===== config.mk =====
export PLATFORM = sky130hd
export DESIGN_NAME = interpolation_line_reader
export DESIGN_NICKNAME = d
export VERILOG_FILES = /design/src/rtl/interpolation_line_reader.sv
export SDC_FILE = /design/constraint.sdc
export NUM_CORES = 1
export LEC_CHECK = 0
export BUFFER_PORTS_ARGS = -buffer_cell sky130_fd_sc_hd__clkbuf_2
export CELL_PAD_IN_SITES_DETAIL_PLACEMENT = 0
export CELL_PAD_IN_SITES_GLOBAL_PLACEMENT = 2
export CORE_ASPECT_RATIO = 0.8
export CORE_MARGIN = 4
export CORE_UTILIZATION = 35
export DETAILED_ROUTE_END_ITERATION = 8
export PLACE_DENSITY = 0.77
export SYNTH_ARGS = -nofsm -noshare
export SYNTH_HDL_FRONTEND = slang
export SYNTH_SLANG_ARGS = --single-unit

===== constraint.sdc =====
create_clock -name rd_clk -period 6.7 [get_ports rd_clk]
set_input_delay 0.67 -clock rd_clk [delete_from_list [all_inputs] [get_ports rd_clk]]
set_output_delay 0.67 -clock rd_clk [all_outputs]
set_load 0.02 [all_outputs]

===== src/rtl/interpolation_line_reader.sv =====
// Read side of the interpolation line buffer: walks a stored source line at a
// fixed-point step and presents neighbour pixel pairs plus a fractional weight.
module interpolation_line_reader #(
   parameter int ADDR_WIDTH = 11,
   parameter int DATA_WIDTH = 32,
   parameter int FRAC_WIDTH = 8,
   parameter int RD_LATENCY = 1
) (
   input  logic                           rd_clk,
   input  logic                           rd_rst,
   input  logic                           start,
   input  logic [ADDR_WIDTH-1:0]          src_len,
   input  logic [ADDR_WIDTH-1:0]          dst_len,
   input  logic [ADDR_WIDTH+FRAC_WIDTH-1:0] step,
   output logic                           busy,
   output logic                           done,
   output logic [ADDR_WIDTH-1:0]          ram_rd_addr,
   input  logic [DATA_WIDTH-1:0]          ram_rd_data,
   output logic [DATA_WIDTH-1:0]          pix0,
   output logic [DATA_WIDTH-1:0]          pix1,
   output logic [FRAC_WIDTH-1:0]          frac,
   output logic                           out_valid,
   input  logic                           out_ready
);

   localparam int POS_W = ADDR_WIDTH + FRAC_WIDTH + 1;
   localparam int IDX_W = ADDR_WIDTH + 2;

   typedef enum logic [2:0] {IDLE, ADDR0, ADDR1, WAIT, PRESENT} state_t;

   state_t                          state;
   logic [ADDR_WIDTH-1:0]           src_q;
   logic [ADDR_WIDTH-1:0]           dst_q;
   logic [ADDR_WIDTH-1:0]           count;
   logic [ADDR_WIDTH+FRAC_WIDTH-1:0] step_q;
   logic [POS_W-1:0]                pos;
   logic [POS_W-1:0]                pos_next;
   logic [POS_W:0]                  pos_sum;
   logic [IDX_W-1:0]                idx_cur;
   logic [IDX_W-1:0]                idx_next;
   logic [IDX_W-1:0]                last_idx;
   // Each entry is {word_valid, is_second_word}, aligned with ram_rd_data at the tail.
   logic [1:0]                      tag_pipe [RD_LATENCY];

   function automatic logic [ADDR_WIDTH-1:0] clamp_idx(input logic [IDX_W-1:0] idx,
                                                       input logic [IDX_W-1:0] last);
      return (idx > last) ? last[ADDR_WIDTH-1:0] : idx[ADDR_WIDTH-1:0];
   endfunction

   // Saturating position advance and the integer indices derived from it.
   always_comb begin
      pos_sum  = {1'b0, pos} + {2'b00, step_q};
      pos_next = pos_sum[POS_W] ? '1 : pos_sum[POS_W-1:0];
      idx_cur  = {1'b0, pos[POS_W-1:FRAC_WIDTH]};
      idx_next = {1'b0, pos_next[POS_W-1:FRAC_WIDTH]};
      last_idx = {2'b00, src_q} - IDX_W'(1);
   end

   always_ff @(posedge rd_clk or posedge rd_rst) begin
      if (rd_rst) begin
         state       <= IDLE;
         busy        <= 1'b0;
         done        <= 1'b0;
         ram_rd_addr <= '0;
         pix0        <= '0;
         pix1        <= '0;
         frac        <= '0;
         out_valid   <= 1'b0;
         src_q       <= '0;
         dst_q       <= '0;
         step_q      <= '0;
         pos         <= '0;
         count       <= '0;
         for (int k = 0; k < RD_LATENCY; k++) tag_pipe[k] <= 2'b00;
      end else begin
         done        <= 1'b0;
         tag_pipe[0] <= {(state == ADDR0) || (state == ADDR1), state == ADDR1};
         for (int k = 1; k < RD_LATENCY; k++) tag_pipe[k] <= tag_pipe[k-1];

         if (tag_pipe[RD_LATENCY-1][1]) begin
            if (tag_pipe[RD_LATENCY-1][0]) pix1 <= ram_rd_data;
            else                           pix0 <= ram_rd_data;
         end

         case (state)
            IDLE: begin
               if (start) begin
                  src_q  <= src_len;
                  dst_q  <= dst_len;
                  step_q <= step;
                  pos    <= '0;
                  count  <= '0;
                  // Empty passes finish immediately without touching the RAM.
                  if ((src_len == '0) || (dst_len == '0)) begin
                     done <= 1'b1;
                  end else begin
                     busy        <= 1'b1;
                     ram_rd_addr <= '0;
                     state       <= ADDR0;
                  end
               end
            end
            ADDR0: begin
               ram_rd_addr <= clamp_idx(idx_cur + IDX_W'(1), last_idx);
               state       <= ADDR1;
            end
            ADDR1: state <= WAIT;
            WAIT: begin
               if (tag_pipe[RD_LATENCY-1] == 2'b11) begin
                  frac      <= pos[FRAC_WIDTH-1:0];
                  out_valid <= 1'b1;
                  state     <= PRESENT;
               end
            end
            PRESENT: begin
               if (out_ready) begin
                  out_valid <= 1'b0;
                  pos       <= pos_next;
                  count     <= count + ADDR_WIDTH'(1);
                  if (count == dst_q - ADDR_WIDTH'(1)) begin
                     busy  <= 1'b0;
                     done  <= 1'b1;
                     state <= IDLE;
                  end else begin
                     ram_rd_addr <= clamp_idx(idx_next, last_idx);
                     state       <= ADDR0;
                  end
               end
            end
            default: state <= IDLE;
         endcase
      end
   end

endmodule


==> impl_summary.md <==
Clocking
The count of instances resized after the clock tree is built is 0. The clock insertion delay at the later pin of the skew report is 0.44 ns. Once the clock tree was built, the setup fixing pass inserted 0 buffers. The H-tree was split into 4 levels. The total CTS buffers is 17.

The clock tree from TritonCTS is yes. The register clock-pin slew on the reported worst setup and hold paths is 0.07 ns. The number of sinks on the clock net is 163. No sink is reached through more buffers than the 2 on the longest clock path.

The cell sitting at the root of the clock tree is a clkbuf_16. The number of hold buffers added after CTS was 0.

Worst setup path
Along the worst path, the maximum fanout reaches 19. Counting stages on the worst path, the most repeated cell is nand2_1. On the critical path, the stage with the largest delay is an instance of o31a_1. Traced cell by cell, the critical path runs through ha_1 -> fa_1 -> a21oi_1 -> or3_1 -> nand2_1 -> o21ai_1 -> o31a_1 -> nand2_1 -> ha_1 -> a21o_1 -> a211oi_1 -> o21ai_0 -> a21oi_1 -> or2_0 -> nand2_1 -> o221a_2 -> o21ai_0.

The worst setup path is captured at a flip-flop. The worst setup path is launched from a flip-flop. For this run, the slowest stage of the critical path takes 0.77 ns. The class of the most critical setup path is flip-flop to flip-flop. The arrival time at the worst endpoint is 5.38 ns. The data required time of the critical path is 7.04 ns. The family with the most delay on the worst path is compound AO/OA/AOI/OAI gates. The number of buffers and inverters on the critical path is 0.

Timing
Measured against its own limit, the worst slew margin works out to 0.319. The slew at the pin closest to its max-slew limit is 1.02 ns. Setup violations remaining at the end of the flow were counted as 0. The clock tree skew after final layout is 0.0149 ns. The number of pins exceeding their max-slew limit in the final report is 0. For the finished layout, the period the worst path requires is 5.03 ns. The count of endpoints failing hold in the final timing report is 0. Setup repair after global routing left no endpoint under its margin. The maximum frequency from static timing analysis is 0.199 GHz. In the finished design, the share of the clock period the worst path needs comes to 0.751. For the final routed database, the setup TNS stands at 0 ns.

Place
The global placer's final weighted congestion is 0.797. The half-perimeter wire length after placement is 17.3 mm. The total instance count after detailed placement is 1,350.

The placed standard-cell area is 0.00999 mm². The count of input and output buffers is 162.

Yosys
Yosys mapped the design onto 68 distinct sky130hd cell types. The count of synthesis-stage warnings from yosys is 0. The fraction of registers with async set or reset after synthesis is 1.00.

Counting flops with a built-in enable in the synthesized netlist gives 0. The part of the Yosys area used for sequential elements is 0.461. Of the total synthesized cell area, the portion taken by AND, OR, NAND and NOR gates is 0.164. When the netlist entered floorplanning its net count stood at 1,024. The post-synthesis cell count is 897. The fraction of the mapped netlist area in compound gates is 0.120.

Of the total synthesized cell area, the portion taken by XOR and XNOR cells is 0.0544. The dominant combinational cell family by area after synthesis is simple AND/OR/NAND/NOR gates. Of the total synthesized cell area, the portion taken by full adders, half adders and majority gates is 0.0715. Yosys attributes the largest share of cell area to dfrtp_1 (46%), mux2_2 (9.3%), nand2_1 (7.1%), ha_1 (6.9%), xor2_1 (3.1%). Of the post-synthesis cell area, the dominant cell type holds 0.461. The mux contribution to synthesized area is 0.101. The number of synthesized register bits is 163. The library cell with the largest summed area after synthesis is dfrtp_1.

For this run, the leading register cell type out of synthesis is dfrtp_1. The summed instance area of the synthesized netlist is 0.00885 mm². In this run the mean area of a mapped cell was 9.87 µm².

Routing
The length of routed met2 wiring is 9.42 mm. The number of DRC violations after detailed routing is 0. The detailed-route wire length on metal 1 is 12.4 mm.

The routed design uses 1.45 mm of met3 wire. The total via count in the routed design is 6,966. Once detail routing completed, the nets flagged for antenna violations numbered 0.

The uppermost layer routed is met4. The per-cell via count in the routed design is 5.04. The number of DRC violations after detailed-routing iteration 0 is 389. The routed wire length per instance is 17.0 µm. The number of iterations in the first detailed-routing pass is 5. The final wirelength is 23.5 mm.

Floorplanning
The width of the die is 186 µm. The site row count is 51. The initial utilization of the core area, before any placement, comes to 0.359. The floorplan step set the die height to 150 µm. The total die area is 0.0279 mm².

The core region is 0.0246 mm². The number of top-level design ports is 163.

Power and ir drop
The switching power is 0.00180 W. The switching part of the total power is 0.414. The leakage power figure is 5.25 nW.

The total power consumption of the routed design is 0.00433 W. Of the total power, combinational logic draws 0.417. The internal power is 0.00254 W. The sequential power share is 0.358. The power density normalized to cell area is 410 mW/mm². Across the VDD grid, the largest voltage drop is 209 µV. Of the total power, the clock network draws 0.225.

GRT
The number of global-route vias before repair is 6,728. The pin count of the biggest net entering global routing is 91. The first global-routing pass estimated 37.4 mm of wire. The overall overflow remaining after global route is 0. Across every metal layer, demand over resource in global routing totals 0.169.

The initial antenna violation count is 0.

Finish
Leaving out fill and tap cells, the most frequent cells in the layout are nand2_1 (168), dfrtp_1 (163), clkbuf_2 (162). For this run, the share of the core covered by cells in the final layout is 0.429. The number of diodes added for antenna fixing is 0. From synthesis to final layout, the design area changed by 19.5%. The net total in the final layout is 1,178. Excluding fillers, the count of instances in the completed layout stands at 1,382. The area of all placed cells without fillers is 0.0106 mm².

The leading cell type in the layout, fill and taps excluded is nand2_1. The fraction of final layout cells sized beyond drive strength 1 is 0.286.

Status
The run finished with clean final reports.

Min path
The worst hold path belongs to the class input pin to async pin.

Job
The number of max-cap violations is 0.
sequential cells by signal (all words and copies together) (netlist names):
register and count:
busy 1, count 11, done 1, dst_q 11
frac 8, out_valid 1, pix0 32, pix1 32
pos 20, ram_rd_addr 11, src_q 11, state 3
step_q 19, tag_pipe 2
cells in the mapped netlist, drive strengths merged, types with 4 or more instances:
master,instances
nand2,168
a21o,9
nor4,11
nand3,31
a21oi,47
clkbuf,25
o21ai,47
xor2,31
nor3,14
nand4,8
dfrtp,163
nor2,52
and3,10
or2,6
xnor2,24
a31oi,9
a211oi,5
mux2,74
nand2b,5
a221o,4
buf,10
mux2i,6
o22a,6
inv,29
ha,49
final cells by class:
class	instances	area, µm²
Clock buffer	17	425
Multi-Input combinational cell	670	4530
Sequential cell	163	4080
Fill cell	2402	14100
Inverter	29	114
Tap cell	318	398
Clock inverter	15	158
Timing Repair Buffer	170	871
power groups by stage:
stage / Clock (W) / Combinational (W) / Sequential (W)
finish: 0.000973 / 0.00181 / 0.00155
global route: 0.00104 / 0.00201 / 0.00160
CTS: 0.00101 / 0.00182 / 0.00156
detailed placement: 0 / 0.00181 / 0.00158
global placement: 0 / 0.00181 / 0.00157
floorplan: 0 / 0.000947 / 0.00184
cell families (layout without fill, tap and decap cells):
family          after synthesis  count (layout)
flops                       163             163
buf+inv                      64             231
compound gates              163             163
fa+ha+maj                    50              50
simple gates                322             322
mux                          80              80
xor+xnor                     55              55
metrics by stage:
step / setup WS, ns / hold WS, ns
floorplan: 1.63 / 0.452
global placement: 1.82 / 0.467
detailed placement: 1.75 / 0.469
CTS: 1.64 / 0.399
global route: 1.14 / 0.406
finish: 1.67 / 0.377
final timing paths:
check / end / startpoint / slack [ns] / cells past startpoint
hold / removal: pix0[31] / rd_rst / 0.38 / 2
min in group rd_clk: step_q[3] / step[3] / 0.42 / 3
setup reg to reg: ram_rd_addr[8] / pos[0] / 1.67 / 17
hold reg to reg: out_valid / out_valid / 0.48 / 1
max in group asynchronous: pos[13] / rd_rst / 4.85 / 3
setup / recovery: ram_rd_addr[8] / pos[0] / 1.67 / 17
layer usage:
layer,up-vias,GRT usage
met5,-,0
met1,3287,0.264
met3,14,0.0360
met4,0,0.0390
li1,3470,-
met2,195,0.239
No activity file was read; power rests on OpenSTA's default activity.
